$ cat config.mk
export PLATFORM = sky130hd
export DESIGN_NAME = mrc_ec_skp3_collect
export DESIGN_NICKNAME = d
export VERILOG_FILES = /design/src/rtl/mrc_ec_pkg.sv /design/src/rtl/mrc_sync_fifo.sv /design/src/rtl/mrc_ec_skp3_collect.sv
export SDC_FILE = /design/constraint.sdc
export NUM_CORES = 1
export LEC_CHECK = 0
export CAP_MARGIN = 20
export CORE_ASPECT_RATIO = 0.6
export CORE_UTILIZATION = 40
export CTS_CLUSTER_SIZE = 40
export DETAILED_ROUTE_END_ITERATION = 12
export PLACE_DENSITY_LB_ADDON = 0.12
export SYNTH_ARGS = -nofsm -noshare
export SYNTH_HDL_FRONTEND = slang
export SYNTH_HIERARCHICAL = 1
export SYNTH_SLANG_ARGS = --single-unit
$ cat constraint.sdc
create_clock -name clk -period 15.82 [get_ports clk]
set_clock_uncertainty 0.15 [all_clocks]
set_input_delay 3.164 -clock clk [delete_from_list [all_inputs] [get_ports clk]]
set_output_delay 3.164 -clock clk [all_outputs]
set_load 0.05 [all_outputs]
$ cat src/rtl/mrc_ec_pkg.sv
// Shared types and constants for the skip-3 result collector.
// Sign codes, default latencies and tap latency helper.
package mrc_ec_pkg;

  localparam logic [1:0] SGN_ZERO = 2'b00;
  localparam logic [1:0] SGN_POS  = 2'b01;
  localparam logic [1:0] SGN_NEG  = 2'b10;
  localparam logic [1:0] SGN_INV  = 2'b11;

  localparam int STAGE_LAT_DEF = 8;
  localparam int CMP_LAT_DEF   = 9;
  localparam int DATA_W_DEF    = 18;
  localparam int TAG_W_DEF     = 8;

  // Tap index 0 selects the d3_0_8_ value tap.
  localparam int TAP_D = 0;

  // Latency of tap k (4..9, or TAP_D) after the in_valid cycle.
  function automatic int tap_lat(input int k, input int sl, input int cl);
    int r;
    if (k == TAP_D)
      r = 6 * sl;
    else if (k == 9)
      r = cl + 6 * sl;
    else
      r = cl + (k - 4) * sl;
    return r;
  endfunction

  typedef struct packed {
    logic [DATA_W_DEF-1:0] value;
    logic [1:0]            sign;
    logic                  err;
    logic [11:0]           hist;
    logic [TAG_W_DEF-1:0]  tag;
  } res_t;

endpackage

$ cat src/rtl/mrc_sync_fifo.sv
// Synchronous FIFO, power-of-2 depth, registered state only.
// A push into a full FIFO is taken when a pop happens the same cycle.
module mrc_sync_fifo #(
  parameter int WIDTH = 8,
  parameter int DEPTH = 8
) (
  input  logic             clk,
  input  logic             rst,
  input  logic             push,
  input  logic [WIDTH-1:0] wdata,
  input  logic             pop,
  output logic [WIDTH-1:0] rdata,
  output logic             full,
  output logic             empty
);

  localparam int AW = $clog2(DEPTH);

  logic [WIDTH-1:0] mem [DEPTH];
  logic [AW:0]      wp;
  logic [AW:0]      rp;
  logic             do_pop;
  logic             do_push;

  assign empty   = (wp == rp);
  assign full    = (wp[AW] != rp[AW]) &&
                   (wp[AW-1:0] == rp[AW-1:0]);
  assign do_pop  = pop & ~empty;
  assign do_push = push & (~full | do_pop);
  assign rdata   = empty ? '0 : mem[rp[AW-1:0]];

  // Pointer update
  always_ff @(posedge clk) begin
    if (rst) begin
      wp <= '0;
      rp <= '0;
    end else begin
      if (do_push) wp <= wp + 1'b1;
      if (do_pop)  rp <= rp + 1'b1;
    end
  end

  // Storage write, no reset needed
  always_ff @(posedge clk) begin
    if (do_push) mem[wp[AW-1:0]] <= wdata;
  end

endmodule

$ cat src/rtl/mrc_ec_skp3_collect.sv
// Re-aligns skip-3 pipeline taps into one result, classifies it,
// counts errors/drops and buffers results in an output FIFO.
module mrc_ec_skp3_collect
  import mrc_ec_pkg::*;
#(
  parameter int DATA_WIDTH = 18,
  parameter int TAG_WIDTH  = 8,
  parameter int STAGE_LAT  = 8,
  parameter int CMP_LAT    = 9,
  parameter int FIFO_DEPTH = 8
) (
  input  logic                  clk,
  input  logic                  rst,
  input  logic                  in_valid,
  input  logic [TAG_WIDTH-1:0]  in_tag,
  input  logic [DATA_WIDTH-1:0] d3_0_8_,
  input  logic [1:0]            Sgn_out_4_,
  input  logic [1:0]            Sgn_out_5_,
  input  logic [1:0]            Sgn_out_6_,
  input  logic [1:0]            Sgn_out_7_,
  input  logic [1:0]            Sgn_out_8_A,
  input  logic [1:0]            Sgn_out_8_B,
  input  logic [1:0]            Sgn_out_9_A,
  input  logic [1:0]            Sgn_out_9_B,
  output logic                  out_valid,
  input  logic                  out_ready,
  output logic [DATA_WIDTH-1:0] out_value,
  output logic [1:0]            out_sign,
  output logic                  out_err,
  output logic [11:0]           out_sgn_hist,
  output logic [TAG_WIDTH-1:0]  out_tag,
  input  logic                  cnt_clr,
  output logic [15:0]           err_cnt,
  output logic [15:0]           drop_cnt,
  output logic                  ovf
);

  localparam int L9 = tap_lat(9, STAGE_LAT, CMP_LAT);
  localparam int D4 = L9 - tap_lat(4, STAGE_LAT, CMP_LAT);
  localparam int D5 = L9 - tap_lat(5, STAGE_LAT, CMP_LAT);
  localparam int D6 = L9 - tap_lat(6, STAGE_LAT, CMP_LAT);
  localparam int D7 = L9 - tap_lat(7, STAGE_LAT, CMP_LAT);
  localparam int D8 = L9 - tap_lat(8, STAGE_LAT, CMP_LAT);
  localparam int DD = L9 - tap_lat(TAP_D, STAGE_LAT, CMP_LAT);
  localparam int EW = DATA_WIDTH + 2 + 1 + 12 + TAG_WIDTH;

  logic [L9-1:0]         v_dl;
  logic [TAG_WIDTH-1:0]  tag_dl [L9];
  logic [1:0]            s4_dl  [D4];
  logic [1:0]            s5_dl  [D5];
  logic [1:0]            s6_dl  [D6];
  logic [1:0]            s7_dl  [D7];
  logic [3:0]            s8_dl  [D8];
  logic [DATA_WIDTH-1:0] d_dl   [DD];

  logic          push;
  logic          pop;
  logic          full;
  logic          empty;
  logic          drop;
  logic          err;
  logic [1:0]    sign;
  logic [1:0]    s8a;
  logic [1:0]    s8b;
  logic [11:0]   hist;
  logic [EW-1:0] wdata;
  logic [EW-1:0] rdata;

  // Valid delay line; reset discards in-flight transactions
  always_ff @(posedge clk) begin
    if (rst) v_dl <= '0;
    else     v_dl <= {v_dl[L9-2:0], in_valid};
  end

  // Data delay lines, no reset needed
  always_ff @(posedge clk) begin
    tag_dl[0] <= in_tag;
    s4_dl[0]  <= Sgn_out_4_;
    s5_dl[0]  <= Sgn_out_5_;
    s6_dl[0]  <= Sgn_out_6_;
    s7_dl[0]  <= Sgn_out_7_;
    s8_dl[0]  <= {Sgn_out_8_A, Sgn_out_8_B};
    d_dl[0]   <= d3_0_8_;
    for (int i = 1; i < L9; i++) tag_dl[i] <= tag_dl[i-1];
    for (int i = 1; i < D4; i++) s4_dl[i]  <= s4_dl[i-1];
    for (int i = 1; i < D5; i++) s5_dl[i]  <= s5_dl[i-1];
    for (int i = 1; i < D6; i++) s6_dl[i]  <= s6_dl[i-1];
    for (int i = 1; i < D7; i++) s7_dl[i]  <= s7_dl[i-1];
    for (int i = 1; i < D8; i++) s8_dl[i]  <= s8_dl[i-1];
    for (int i = 1; i < DD; i++) d_dl[i]   <= d_dl[i-1];
  end

  assign {s8a, s8b} = s8_dl[D8-1];

  // Classify the aligned result
  always_comb begin
    err  = (Sgn_out_9_A != Sgn_out_9_B) ||
           (Sgn_out_9_A == SGN_INV) ||
           (s8a != s8b);
    sign = err ? SGN_INV : Sgn_out_9_A;
    hist = {s4_dl[D4-1], s5_dl[D5-1], s6_dl[D6-1],
            s7_dl[D7-1], s8a, s8b};
  end

  assign push  = v_dl[L9-1];
  assign pop   = out_valid & out_ready;
  assign drop  = push & full & ~pop;
  assign wdata = {d_dl[DD-1], sign, err, hist, tag_dl[L9-1]};

  mrc_sync_fifo #(
    .WIDTH (EW),
    .DEPTH (FIFO_DEPTH)
  ) u_fifo (
    .clk   (clk),
    .rst   (rst),
    .push  (push),
    .wdata (wdata),
    .pop   (pop),
    .rdata (rdata),
    .full  (full),
    .empty (empty)
  );

  assign out_valid = ~empty;
  assign {out_value, out_sign, out_err,
          out_sgn_hist, out_tag} = rdata;

  // Saturating error/drop counters and sticky overflow
  always_ff @(posedge clk) begin
    if (rst || cnt_clr) begin
      err_cnt  <= '0;
      drop_cnt <= '0;
      ovf      <= 1'b0;
    end else begin
      if (push && err && err_cnt != 16'hFFFF)
        err_cnt <= err_cnt + 16'd1;
      if (drop && drop_cnt != 16'hFFFF)
        drop_cnt <= drop_cnt + 16'd1;
      if (drop)
        ovf <= 1'b1;
    end
  end

endmodule

==> results.cfg, run 1 <==
[outcome]
status = finished clean

[critical_path]
required_ns = 12.51
crit_type = flop to primary output
timing.rr.start = u_fifo/wp[2]
cp_slowest_stage_delay_ns = 0.95
worstSetupEndpointType = primary output
start_kind = flop
crit_family = buffers and inverters
cp.buffers_inverters = 2
crit_fanout = 42
cpMaxStageDelayCell = dfxtp_4
cp_data_arrival_time_ns = 4.18
cp_cell_sequence = buf_4, mux4_2, mux2i_1, nor2_1, clkdlybuf4s50_1

[timing]
setup_violations = 0
timing.hold.ws_ns = 0.1673
hold_viol = 0
min_period_over_period_pct = 47.38
relSlewSlack_pct = 35.04
grt_setup_unrepaired = false
period_minus_slack_ns = 7.496
finalSetupTns_ns = 0
slew_viol_final = 0
tightest_slew_ns = 0.9744
fmax_ghz = 0.1334

[yosys]
synth-seq-area-share_pct = 87.27
ys.flop_type = dfxtp_1
syn-cell-area_um2 = 35850
synth-seq-cells = 1399
syn_nets = 1947
synthCells = 1896
synthArstFlopShare_pct = 0
yosysUniqueCellTypes = 59
yosysWarnings = 6
synth_area_per_cell_um2 = 18.91
synth_edf_count = 328

[finish]
multi_input_area_um2 = 4368
layout_common_cells = dfxtp_1 (1068), edfxtp_1 (328), clkbuf_16 (123)
fin_nets = 2153
layout-drive-gt1-share_pct = 14.85
diodes = 0
final_util_pct = 48.20
fin_cells = 3363
synthToLayoutAreaGrowth_pct = 18.55
final_common_cell = dfxtp_1
regArea_um2 = 31300
fill_cells = 7301

[routing]
drc = 0
num_vias = 14500
drtAntennaViolNets = 0
drtPass1Iterations = 4
routedWlPerCell_um = 15.23
initialDrtViolationCount = 693
avgViaCountPerCell = 4.311
wirelength_um = 51210

[global_route]
grt_pass1_wl_um = 80230
grt_max_degree = 74
grt_usage_pct = 11.42
overflow = 0
grt_pass1_vias = 14200
antenna_found_initial = 0

[cts]
cts_hold_buf = 0
clock_latency_ns = 0.70
cts_made_buffers = 116
cts_resized = 0
cts_max_path_buffers = 3
cts.sinks = 1399
clk_pin_slew_ns = 0.06
cts_root_buffer = clkbuf_16
htree_levels = 3
cts_tree = yes
cts_setup_buffers = 0

[placement]
portBuffers = 121
place.gp.congestion = 0.7269
dp_hpwl_um = 25740
dpl.cell_count = 3145

[floorplanning]
pin_count = 122
initial_core_util_pct = 40.66
fp.dieW_um = 388.5
core-area_um2 = 88180
die_area_um2 = 90870
rows = 84
fp.dieH_um = 233.9

[power_and_ir_drop]
power.leakage_nw = 15.48
total_power_w = 0.006742
ir_worst_vdd_mv = 0.09957
p_per_area_nw_per_um2 = 158.6

[hold_path]
min_from = s5_dl[4][8]
hold_class = flop to flop

[run]
drv_cap = 0
[sequential cells by signal (all words and copies together) (netlist names), named ones only]
| register | flops |
|---|---|
| s5_dl | 80 |
| s4_dl | 96 |
| u_fifo/wp | 4 |
| s8_dl | 64 |
| ovf | 1 |
| s6_dl | 64 |
| drop_cnt | 16 |
| v_dl | 57 |
| d_dl | 162 |
| s7_dl | 48 |
| err_cnt | 16 |
| u_fifo/mem | 328 |
| u_fifo/rp | 4 |
| tag_dl | 456 |
[kinds of logic (layout without fill, tap and decap cells)]
kind of cell | after synthesis | in the layout | synth area share (%)
flip-flops | 1399 | 1399 | 87.27
AND/OR/NAND/NOR | 233 | 233 | 3.528
multiplexers | 129 | 129 | 6.491
AO/OA/AOI/OAI | 57 | 57 | 1.211
buffers and inverters | 51 | 357 | 0.6805
XOR/XNOR | 23 | 23 | 0.6770
adder cells (fa/ha/maj) | 4 | 4 | 0.1396
[routing by layer]
metal	vias up	routed length (um)	global-route usage (%)	share of wire (%)
met4	0	1414	4.434	2.8
met2	227	22570	17.25	44
li1	7034	-	-	-
met5	-	0	0	0
met1	7123	25100	15.70	49
met3	114	2120	3.138	4.1
[final timing paths]
check,end,slack (ns),cells past startpoint
worst max-delay path,out_value[6],8.32,5
worst min-delay path,s5_dl[4][10],0.17,0
worst max register to register,u_fifo/mem[2][24],11.84,8
worst min register to register,s5_dl[4][10],0.17,0
[worst reg2reg max path, cell delays in order (launching register included)]
cell and delay (ns):
dfxtp_1 0.70, xor2_4 0.18, nor4_4 0.28, buf_4 0.57, nand2b_1 0.36, inv_1 0.21
o21ai_0 0.63, nor3_2 0.10, buf_4 0.40
[power by group]
group           total, W  internal [W]  switching, W
registers        0.00380       0.00377     0.0000325
clock network    0.00292       0.00167       0.00125
logic          0.0000209     0.0000113    0.00000951
total            0.00674       0.00545       0.00129
[synthesized netlist by cell type, drive strengths merged (2+ instances only)]
| cell | n | area (um2) |
|---|---|---|
| nand4 | 10 | 68.81 |
| xor2 | 10 | 128.9 |
| nor2 | 72 | 270.3 |
| o311ai | 3 | 26.28 |
| nand3 | 12 | 60.06 |
| and3 | 6 | 37.54 |
| o41ai | 2 | 36.29 |
| nand2 | 25 | 93.84 |
| a21oi | 17 | 88.84 |
| dfxtp | 1071 | 21440 |
| nand2b | 5 | 31.28 |
| and2 | 4 | 25.02 |
| inv | 6 | 22.52 |
| a31oi | 2 | 12.51 |
| ha | 4 | 50.05 |
| xnor2 | 13 | 113.9 |
| buf | 26 | 148.9 |
| o21ai | 9 | 45.04 |
| a41o | 2 | 20.02 |
| a21boi | 2 | 18.77 |
| o211ai | 3 | 22.52 |
| a211oi | 5 | 37.54 |
| nor4 | 5 | 61.31 |
| or3 | 5 | 31.28 |
| nor2b | 60 | 375.4 |
| and4 | 6 | 52.55 |
| mux4 | 82 | 1847 |
| or2 | 3 | 18.77 |
| clkbuf | 19 | 72.56 |
| nor3 | 10 | 55.05 |
| a31o | 2 | 17.52 |
| edfxtp | 328 | 9849 |
| o31ai | 4 | 30.03 |
| mux2 | 2 | 30.03 |
| or4 | 7 | 52.55 |
| mux2i | 45 | 450.4 |
[per-stage QoR]
stage,worst slack (ns),cell area [um2]
2_1_floorplan,7.611,35850
3_3_place_gp,8.858,38440
3_5_place_dp,8.881,38440
4_1_cts,8.134,42500
5_1_grt,7.925,42500
6_report,8.324,42500
[area by class of cell]
class	count	share of cell area, %
repair buffers	133	3.050
flip-flops and latches	1399	73.64
clock inverters	55	1.413
inverters	6	0.05299
well taps	1161	3.418
multi-input cells	446	10.28
clock buffers	163	8.148
No activity file was read; power rests on OpenSTA's default activity.
==> run 2, diff against run 1 <==
==> constraint.sdc (replaced) <==
create_clock -name clk -period 7.8 [get_ports clk]
set_clock_uncertainty 0.15 [all_clocks]
set_input_delay 1.56 -clock clk [delete_from_list [all_inputs] [get_ports clk]]
set_output_delay 1.56 -clock clk [all_outputs]
set_load 0.05 [all_outputs]
==> run 2 against run 1 <==
First-iteration DRC count fell by 2.7%. Cell count increased by 0.18%. Worst hold slack worse by 0.043 ns. Final area grew 0.54%. Non-clock buffer count grew 1. Critical path type unchanged.
==> results.cfg, run 2 (synthesis results as in run 1) <==
[placement]
portBuffers = 121
place.gp.congestion = 0.6991
dp_hpwl_um = 26430

[floorplanning]
rows = 84
fp.dieW_um = 388.5
pin_count = 122
initial_core_util_pct = 40.66
fp.dieH_um = 233.9
core-area_um2 = 88180
die_area_um2 = 90870

[hold_path]
hold_class = flop to flop

[routing]
avgViaCountPerCell = 4.312
drtAntennaViolNets = 0
drc = 0
routedWlPerCell_um = 15.24
num_vias = 14530
initialDrtViolationCount = 674
drtPass1Iterations = 5
wirelength_um = 51340

[timing]
tightest_slew_ns = 0.9529
slew_viol_final = 0
period_minus_slack_ns = 5.555
finalSetupTns_ns = 0
grt_setup_unrepaired = false
setup_violations = 0
hold_viol = 0
min_period_over_period_pct = 71.22
fmax_ghz = 0.1800
relSlewSlack_pct = 36.47

[cts]
clock_latency_ns = 0.72
cts_setup_buffers = 0
cts_resized = 0
cts_tree = yes
cts_hold_buf = 0
htree_levels = 3
clk_pin_slew_ns = 0.07
cts_made_buffers = 118
cts_root_buffer = clkbuf_16
cts_max_path_buffers = 3
cts.sinks = 1399

[critical_path]
r2r_setup_slack_ns = 3.32
worstSetupEndpointType = primary output
cp_cell_sequence = buf_4, mux4_2, mux2i_1, nor2_1, clkdlybuf4s50_1
critPathCapture = out_sign[1]
cp_slowest_stage_delay_ns = 0.81
required_ns = 6.09
cp_data_arrival_time_ns = 3.85
cpMaxStageDelayCell = dfxtp_4
cp.depth = 5
start_kind = flop
crit_type = flop to primary output
rr_endpoint = u_fifo/mem[6][22]
timing.rr.start = u_fifo/wp[2]
reg2reg_depth = 8
crit_fanout = 34
crit_family = buffers and inverters
cp.buffers_inverters = 2

[power_and_ir_drop]
p_per_area_nw_per_um2 = 325.9
power.leakage_nw = 15.57
ir_worst_vdd_mv = 0.2278

[finish]
final_common_cell = dfxtp_1
synthToLayoutAreaGrowth_pct = 19.19
layout_common_cells = dfxtp_1 (1068), edfxtp_1 (328), clkbuf_16 (126)
largest_reg_flops = 456
final_util_pct = 48.46
regMostFlops = tag_dl
fin_nets = 2156
layout-drive-gt1-share_pct = 15.05

[outcome]
status = finished clean

[global_route]
grt_usage_pct = 11.50
overflow = 0
grt_pass1_wl_um = 81500
grt_pass1_vias = 14570
grt_max_degree = 74
antenna_found_initial = 0

[run]
drv_cap = 0
[run 2: changes by cell type in the layout (fill, tap and decap cells not counted), sizes merged]
| cell | change |
|---|---|
| buf | +1 |
| diode | +2 |
| clkbuf | +3 |
| clkinv | -3 |
| bufinv | +3 |
[run 2: layout make-up]
type	count	area, um2
Fill cell	7213	45450
Clock inverter	55	716.9
Clock buffer	166	3563
Timing Repair Buffer	134	1304
Multi-Input combinational cell	446	4368
Sequential cell	1399	31300
Tap cell	1161	1453
Inverter	6	22.52
Antenna cell	2	5.005
[run 2: worst min-delay path by stage]
stage	to	start	depth (start not counted)	slack (ns)
2_1_floorplan	d_dl[0][100]	d_dl[0][82]	0	0.16
3_3_place_gp	tag_dl[0][17]	tag_dl[0][9]	0	0.16
3_5_place_dp	d_dl[0][39]	d_dl[0][21]	0	0.16
4_1_cts	d_dl[0][132]	d_dl[0][114]	0	0.12
5_1_grt	tag_dl[1][104]	tag_dl[1][96]	0	0.13
6_report	d_dl[0][132]	d_dl[0][114]	0	0.12
[run 2: power breakdown]
group / total (W) / internal [W] / switching (W)
Sequential: 0.00772 / 0.00765 / 0.0000667
Combinational: 0.0000417 / 0.0000229 / 0.0000187
Clock: 0.00617 / 0.00358 / 0.00259
[run 2: worst register-to-register path, cell delays in order, from the launching register on]
cell,delay [ns]
dfxtp_1,0.69
xor2_4,0.18
nor4_4,0.79
buf_4,0.55
nand2b_1,0.38
inv_1,0.20
o211ai_1,0.57
nor2_4,0.30
buf_4,0.38
[run 2: per-layer routing]
| metal | vias to the layer above | global-route usage, % | share of wire [%] |
|---|---|---|---|
| met5 | - | 0 | 0 |
| met4 | 0 | 4.657 | 2.7 |
| met3 | 105 | 3.110 | 4.6 |
| met2 | 241 | 16.88 | 43 |
| met1 | 7143 | 16.18 | 50 |
| li1 | 7038 | - | - |
[run 2: per-stage QoR]
stage | cells | setup slack, ns | hold WS [ns] | total power [W] | instance area, um2
finish | 3369 | 2.245 | 0.1247 | 0.01393 | 42730
floorplan | 1896 | 1.195 | 0.1596 | 0.007865 | 35850
global route | 3367 | 1.987 | 0.1315 | 0.01447 | 42730
CTS | 3367 | 2.133 | 0.1207 | 0.01415 | 42730
detailed placement | 3146 | 2.897 | 0.1621 | 0.007924 | 38450
global placement | 3146 | 2.916 | 0.1598 | 0.007917 | 38450
